==> src/rtl/cache_mem_arbiter_pkg.sv <==
// cache_mem_arbiter_pkg
// Shared definitions for the main-memory arbiter and its helpers:
//   arb_state_t  - arbiter grant states
//   BLOCK_BEATS  - words per cache block fill
//   MEM_ADDR_W   - main-memory address width
//   MEM_DATA_W   - main-memory data word width
package cache_mem_arbiter_pkg;

    typedef enum logic [1:0] {
        ARB_IDLE   = 2'd0,
        ARB_I_FILL = 2'd1,
        ARB_D_FILL = 2'd2,
        ARB_WRITE  = 2'd3
    } arb_state_t;

    localparam int BLOCK_BEATS = 8;
    localparam int MEM_ADDR_W  = 16;
    localparam int MEM_DATA_W  = 16;

endpackage

==> src/rtl/cache_mem_arbiter_beat_counter.sv <==
// beat_counter
// Synchronous clear/increment counter with a terminal-count flag. Used by
// the arbiter to count returning fill beats; equally usable by a fill FSM.
// Ports:
//   clk, rst - clock and synchronous active-high reset
//   clear    - force the count to zero (wins over inc)
//   inc      - advance the count by one, wrapping past MAX
//   tc       - high while the count equals MAX
module beat_counter #(
    parameter int          WIDTH = 3,
    parameter int unsigned MAX   = 7
) (
    input  logic clk,
    input  logic rst,
    input  logic clear,
    input  logic inc,
    output logic tc
);

    logic [WIDTH-1:0] count_q;
    logic [WIDTH-1:0] count_d;

    always_comb begin
        count_d = count_q;
        if (clear) begin
            count_d = '0;
        end else if (inc) begin
            count_d = (count_q == WIDTH'(MAX)) ? '0 : count_q + 1'b1;
        end
    end

    always_ff @(posedge clk) begin
        if (rst) begin
            count_q <= '0;
        end else begin
            count_q <= count_d;
        end
    end

    assign tc = (count_q == WIDTH'(MAX));

endmodule

==> src/rtl/cache_mem_arbiter.sv <==
// cache_mem_arbiter
// Shares the single main-memory port between the I-cache fill FSM, the
// D-cache fill FSM and D-cache write-through stores. A fill grant is held
// for a whole block so each fill FSM only ever sees its own beats.
// Ports:
//   clk, rst                   - clock, synchronous active-high reset
//   i_req, i_addr              - I-fill request (busy) and memory address
//   d_req, d_addr              - D-fill request (busy) and memory address
//   wr_req, wr_addr, wr_data   - write-through store request
//   mem_en, mem_wr, mem_addr,
//   mem_wdata                  - memory command port
//   mem_valid                  - memory read data valid
//   i_valid, d_valid           - data-valid routed to the granted fill FSM
//   wr_ack                     - store accepted (one-cycle pulse)
//   wr_stall                   - store pending but not yet accepted
module cache_mem_arbiter
    import cache_mem_arbiter_pkg::*;
#(
    parameter int ADDR_W = MEM_ADDR_W,
    parameter int DATA_W = MEM_DATA_W,
    parameter int BEATS  = BLOCK_BEATS
) (
    input  logic              clk,
    input  logic              rst,
    input  logic              i_req,
    input  logic [ADDR_W-1:0] i_addr,
    input  logic              d_req,
    input  logic [ADDR_W-1:0] d_addr,
    input  logic              wr_req,
    input  logic [ADDR_W-1:0] wr_addr,
    input  logic [DATA_W-1:0] wr_data,
    output logic              mem_en,
    output logic              mem_wr,
    output logic [ADDR_W-1:0] mem_addr,
    output logic [DATA_W-1:0] mem_wdata,
    input  logic              mem_valid,
    output logic              i_valid,
    output logic              d_valid,
    output logic              wr_ack,
    output logic              wr_stall
);

    localparam int CNT_W = (BEATS > 1) ? $clog2(BEATS) : 1;

    arb_state_t state_q;
    arb_state_t state_d;
    logic       last_fill_was_d_q;
    logic       last_fill_was_d_d;

    logic filling;
    logic beat_inc;
    logic beat_tc;
    logic final_beat;

    // The counter sits at zero whenever no fill is granted, which gives the
    // clear-on-entry behaviour without a separate entry pulse.
    assign filling    = (state_q == ARB_I_FILL) || (state_q == ARB_D_FILL);
    assign beat_inc   = filling && mem_valid;
    assign final_beat = beat_inc && beat_tc;

    beat_counter #(
        .WIDTH (CNT_W),
        .MAX   (BEATS - 1)
    ) u_beat_counter (
        .clk   (clk),
        .rst   (rst),
        .clear (!filling),
        .inc   (beat_inc),
        .tc    (beat_tc)
    );

    // Next-state: stores win in IDLE, contending fills alternate using the
    // last_fill_was_d flag, and a fill grant is only released on its final beat.
    always_comb begin
        state_d           = state_q;
        last_fill_was_d_d = last_fill_was_d_q;
        case (state_q)
            ARB_IDLE: begin
                if (wr_req) begin
                    state_d = ARB_WRITE;
                end else if (i_req && d_req) begin
                    state_d = last_fill_was_d_q ? ARB_I_FILL : ARB_D_FILL;
                end else if (i_req) begin
                    state_d = ARB_I_FILL;
                end else if (d_req) begin
                    state_d = ARB_D_FILL;
                end
            end
            ARB_WRITE: begin
                state_d = ARB_IDLE;
            end
            ARB_I_FILL: begin
                if (final_beat) begin
                    state_d           = ARB_IDLE;
                    last_fill_was_d_d = 1'b0;
                end
            end
            ARB_D_FILL: begin
                if (final_beat) begin
                    state_d           = ARB_IDLE;
                    last_fill_was_d_d = 1'b1;
                end
            end
            default: begin
                state_d = ARB_IDLE;
            end
        endcase
    end

    always_ff @(posedge clk) begin
        if (rst) begin
            state_q           <= ARB_IDLE;
            last_fill_was_d_q <= 1'b0;
        end else begin
            state_q           <= state_d;
            last_fill_was_d_q <= last_fill_was_d_d;
        end
    end

    // Memory port and valid routing are decoded straight from the state, so
    // mem_valid reaches only the granted fill FSM and is dropped otherwise.
    always_comb begin
        mem_en    = 1'b0;
        mem_wr    = 1'b0;
        mem_addr  = '0;
        mem_wdata = '0;
        i_valid   = 1'b0;
        d_valid   = 1'b0;
        wr_ack    = 1'b0;
        case (state_q)
            ARB_WRITE: begin
                mem_en    = 1'b1;
                mem_wr    = 1'b1;
                mem_addr  = wr_addr;
                mem_wdata = wr_data;
                wr_ack    = 1'b1;
            end
            ARB_I_FILL: begin
                mem_en   = 1'b1;
                mem_addr = i_addr;
                i_valid  = mem_valid;
            end
            ARB_D_FILL: begin
                mem_en   = 1'b1;
                mem_addr = d_addr;
                d_valid  = mem_valid;
            end
            default: begin
            end
        endcase
    end

    assign wr_stall = wr_req && !wr_ack;

endmodule

==> config.mk <==
export PLATFORM = sky130hd
export DESIGN_NAME = cache_mem_arbiter
export DESIGN_NICKNAME = d
export VERILOG_FILES = /design/src/rtl/cache_mem_arbiter_pkg.sv /design/src/rtl/cache_mem_arbiter_beat_counter.sv /design/src/rtl/cache_mem_arbiter.sv
export SDC_FILE = /design/constraint.sdc
export NUM_CORES = 1
export LEC_CHECK = 0
export ABC_AREA = 1
export CELL_PAD_IN_SITES_DETAIL_PLACEMENT = 1
export CELL_PAD_IN_SITES_GLOBAL_PLACEMENT = 2
export CORE_ASPECT_RATIO = 1.1
export CORE_MARGIN = 5
export CORE_UTILIZATION = 12
export CTS_CLUSTER_DIAMETER = 50
export DETAILED_ROUTE_END_ITERATION = 10
export MAX_ROUTING_LAYER = met4
export PLACE_DENSITY_LB_ADDON = 0.1
export SLEW_MARGIN = 5
export SYNTH_ARGS = -nofsm -noshare
export SYNTH_HDL_FRONTEND = slang
export SYNTH_SLANG_ARGS = --single-unit
==> constraint.sdc <==
create_clock -name clk -period 2.9 [get_ports clk]
set_input_delay 0.58 -clock clk [delete_from_list [all_inputs] [get_ports clk]]
set_output_delay 0.58 -clock clk [all_outputs]
set_load 0.005 [all_outputs]
# --- Yosys cells after proc, flatten, opt, wreduce, memory -nomap -nowiden ---
# Index checks and enable logic that the tools add are counted.
classes:
  n_eq_ne: 8
  bitwise_logic: 1
  addsub: 1
  reduce_logical: 13
  mux: 17
ops:
  columns: ["cell", "n"]
  rows:
  - ["16-bit case mux with 3 select lines", 1]
  - ["16-bit two-way mux", 1]
  - ["2-bit two-way mux", 6]
  - ["1-bit two-way mux", 6]
  - ["2-bit case mux with 3 select lines", 1]
  - ["5-bit != test, second input constant", 1]
  - ["2-bit equality test, second input constant", 2]
  - ["1-bit logical AND", 4]
  - ["2-bit != test, second input constant", 2]
  - ["2-bit OR reduction", 2]
  - ["3-bit by 1-bit adder with 3-bit output, second input constant", 1]
  - ["3-bit equality test, second input constant", 1]
  - ["3-bit two-way mux", 1]
  - ["3-bit AND reduction", 1]
  - ["3-bit OR reduction", 1]
  - ["2-bit by 1-bit equality test with 1-bit output, second input constant", 1]
  - ["2-bit zero test", 1]
  - ["2-bit by 1-bit != test with 1-bit output, second input constant", 1]
  - ["1-bit case mux with 2 select lines", 1]
  - ["2-bit AND reduction", 1]
  - ["2-bit nonzero test", 1]
  - ["1-bit zero test", 1]
  - ["1-bit logical OR", 1]
  - ["1-bit NOT", 1]
word_totals:
  in_bits: 70
  reg_bits: 6
  out_inout_bits: 38

# --- Logic depth before layout (Yosys ltp) ---
# Gate-level depths: netlist of the first run.
depth:
  depth_word: 6
  mapped_depth: 9
  depth_no_buf: 9

# --- Hierarchy ---
# From an unflattened synthesis of the first run, not the netlist that was laid out.
unflattened:
  cells_unflattened: 208
  hier_area_um2: 1076.0
modules_own_cells:
  columns: ["module", "area_per_inst_um2", "n_inst", "cells_per_inst"]
  rows:
  - ["cache_mem_arbiter", 933.4, 1, 189]
  - ["beat_counter", 142.6, 1, 19]

# --- Worst setup path after synthesis of the first run ---
# No wires, ideal clock.
synth_timing:
  kind: "register -> output"
  from: "register state_q[0]"
  to: "output port mem_addr[12]"
  n_path_buf: 1
  arrival_ns: 1.233
  path_stages_with_launch: 7
  t_required_ns: 2.320
  slack_ns: 1.087
  path_cell_list: "dfxtp_1 -> bufinv_8 -> ha_1 -> inv_2 -> buf_1 -> nand2_1 -> inv_1"
synth_via:
  elab_chain_len: 2
synth_lines:
  columns: ["element", "line_no", "source"]
  rows:
  - ["start, declared", "cache_mem_arbiter.sv:45", "arb_state_t state_q;"]
  - ["start signal, assigned", "cache_mem_arbiter.sv:115", "state_q <= state_d;"]
  - ["2-bit equality test or 2-bit by 1-bit equality test with 1-bit output (tied branches)", "cache_mem_arbiter.sv:130", "case (state_q)"]
  - ["16-bit case mux with 3 select lines *", "cache_mem_arbiter.sv:130", null]
  - ["end, declared", "cache_mem_arbiter.sv:34", "output logic [ADDR_W-1:0] mem_addr,"]
# Every way passes the cells marked *; elsewhere a longest branch is shown, timed or not.

# --- Final worst setup path of the first run ---
layout_timing:
  from: "register state_q[0]"
  to: "output port mem_addr[2]"
# The elaborated chain is that of the path after synthesis.

==> impl_metrics.tcl, run 1 <==
set metrics [dict create \
    fin_ws_ns 0.360 \
    die_area_sq_um 10400 \
    worstPathCellList "bufinv_8, ha_1, inv_2, nand2_1, inv_1, clkdlybuf4s50_1" \
    tns_ns 0 \
    crit_path_max_incr_delay_ns 0.51 \
    critPathLaunchType "flip-flop" \
    status "complete, no violations" \
    synthCells 207 \
    dr.pass1.iters 3 \
    clk_path_buf_depth 2 \
    final_util_pct 27.1 \
    total_power_mw 1.34 \
    htree_levels 1 \
    cts_made_buffers 3 \
    gr-usage-met3_pct 2.23 \
    port_buffers 107 \
    power_frac_comb_pct 81.2 \
    reg2reg_slack_ns 1.36 \
    gp_congestion 0.679 \
    dr.first_iter.drc_count 10 \
    maxSlewViolCount 0 \
    syn_area_sq_um 1010 \
    ys.warnings.count 0 \
    fp.dieH_um 106 \
    die_w_um 97.6 \
    slew_headroom_pct 76.6 \
    setup_violations 0 \
    finalInstanceArea_sq_um 2250 \
    grt_overflow_total 0 \
    drtAntennaViolNets 0 \
    antenna_found_initial 0 \
    avgRoutedWirePerCell_um 12.5 \
    fin_worst_skew_ns 0.00626 \
    grt_pass1_wl_um 8750 \
    end_kind "output pin" \
    cts_tree "built" \
    placed_cell_area_sq_um 2210 \
    yosysTopAreaCellShare_pct 36.3 \
    synth-seq-area-share_pct 11.9 \
    rsz0062_at_grt "no" \
    wl_um 5300 \
    synth_nets 285 \
    synth.avg_cell_area_sq_um 4.90 \
    vias 1539 \
    worst_pin_slew_ns 0.350 \
    swShare_pct 44.7 \
    grt_busiest_layer "met2" \
    drv_cap 0 \
    core_area_sq_um 8320 \
    synth_cell_types 15 \
    cp.arrival_ns 1.96 \
    num_io_pins 108 \
    root_buffer "clkbuf_8" \
    path_class "reg2out" \
    path_buf_inv 4 \
    drive_above_1_share_pct 4.17 \
    finalHoldViolCount 0 \
    switching_power_uw 599 \
    cts_resized 0 \
    grt_pass1_vias 1677 \
    row_count 35 \
    yosys.area.top_type "nand2_1" \
    synth_seq_cells 6 \
    p_int_uw 742 \
    grt_use_total_pct 10.5 \
    vias_per_cell 3.64 \
    critPathSlowestCell "clkdlybuf4s50_1" \
    clk_latency_ns 0.22 \
    hold_path.class "reg2reg" \
    power.density_nw_per_um2 596 \
    diodes 0 \
    seqPwrFrac_pct 9.3 \
    clockPowerShare_pct 9.5 \
    use_met1_pct 12.4 \
    clock-sinks 6 \
    max_freq_mhz 394 \
    dpl.hpwl_um 4420 \
    final_common_cell "clkdlybuf4s50_1" \
    period_minus_slack_ns 2.54 \
    grt_max_degree 21 \
    required_ns 2.32 \
    final_nets 392 \
    final_cell_mix "107 x clkdlybuf4s50_1, 98 x nand2_1, 41 x inv_1, 18 x nand3_1, 14 x nor2_1" \
    place_ws_ns 0.353 \
    period_share_pct 87.6 \
    postCtsHoldBufs 0 \
    area_growth_syn_to_layout_pct 122 \
    drcViolationCount 0 \
    synth_area_leaders "nand2_1 36%, inv_1 15%, dfxtp_1 12%" \
    cp_top_family "buffers and inverters" \
    cts_setup_buffers 0 \
    grt_use_met2_pct 19.0 \
    power_leakage_nw 1.18 \
    crit_fanout 17 \
    clk_pin_slew_worst_paths_ns 0.04 \
    start_util_pct 12.2 \
    ir_drop_uv 322 \
]
## logic make-up after synthesis
group | synth area share, %
simple gates | 52.8
flops | 11.9
buf+inv | 23.0
compound gates | 2.47
fa+ha+maj | 9.88
## metrics by stage
stage	std cells	hold slack, ns
4_1_cts	423	0.474
5_1_grt	423	0.502
3_5_place_dp	420	0.472
3_3_place_gp	420	0.459
6_report	423	0.469
2_1_floorplan	207	0.443
## cell type report
cell class	instances	area [sq um]
fillers	1070	6070
repair buffers	112	1110
multi-input cells	147	663
inverters	44	179
well taps	111	139
flip-flops and latches	6	120
clock buffers	3	41.3
## path summary, 6_finish.rpt
path	end	start	depth (start not counted)
setup / recovery	mem_addr[2]	state_q[0]$_SDFFE_PP0P_	6
hold / removal	u_beat_counter.count_q[1]$_SDFFE_PP0P_	u_beat_counter.count_q[1]$_SDFFE_PP0P_	2
setup reg to reg	state_q[0]$_SDFFE_PP0P_	state_q[0]$_SDFFE_PP0P_	8
hold reg to reg	u_beat_counter.count_q[1]$_SDFFE_PP0P_	u_beat_counter.count_q[1]$_SDFFE_PP0P_	2
## cell usage after synthesis
cell type	number
buf_4	2
dfxtp_1	6
nand3_1	18
a21oi_1	4
buf_1	1
buf_2	7
nand2_1	98
inv_2	2
bufinv_8	1
o21ai_1	1
nor2_1	14
nand3_2	1
ha_1	8
inv_1	41
nor3_1	3
## registers in the layout (all words and copies together), names as in the netlist
name                    count
last_fill_was_d_q           1
state_q                     2
u_beat_counter.count_q      3
## power by group through the flow
stage          registers, mW  logic, mW  clock network, mW
6_report               0.124       1.09              0.128
2_1_floorplan          0.121      0.585                  0
3_5_place_dp           0.127       1.12                  0
5_1_grt                0.127       1.26              0.133
4_1_cts                0.125       1.13              0.130
3_3_place_gp           0.126       1.12                  0
## tightest hold or removal path: stages (launching register included)
cell     delay (ns)
dfxtp_1        0.30
nand2_1        0.06
a21oi_1        0.05
## routing by layer
metal	part of all wire (%)	up-vias
met1	44	673
met3	5.8	2
met5	0	-
li1	-	811
met4	0.26	0
met2	50	53
No activity file was read; power rests on OpenSTA's default activity.
==> run 2: changes to the inputs <==
Settings changed: SKIP_CTS_REPAIR_TIMING set to 1, SLEW_MARGIN 5 to not set.
==> results of run 2 <==
Same layout as run 1: the final DEF is identical, and so are final timing and power.
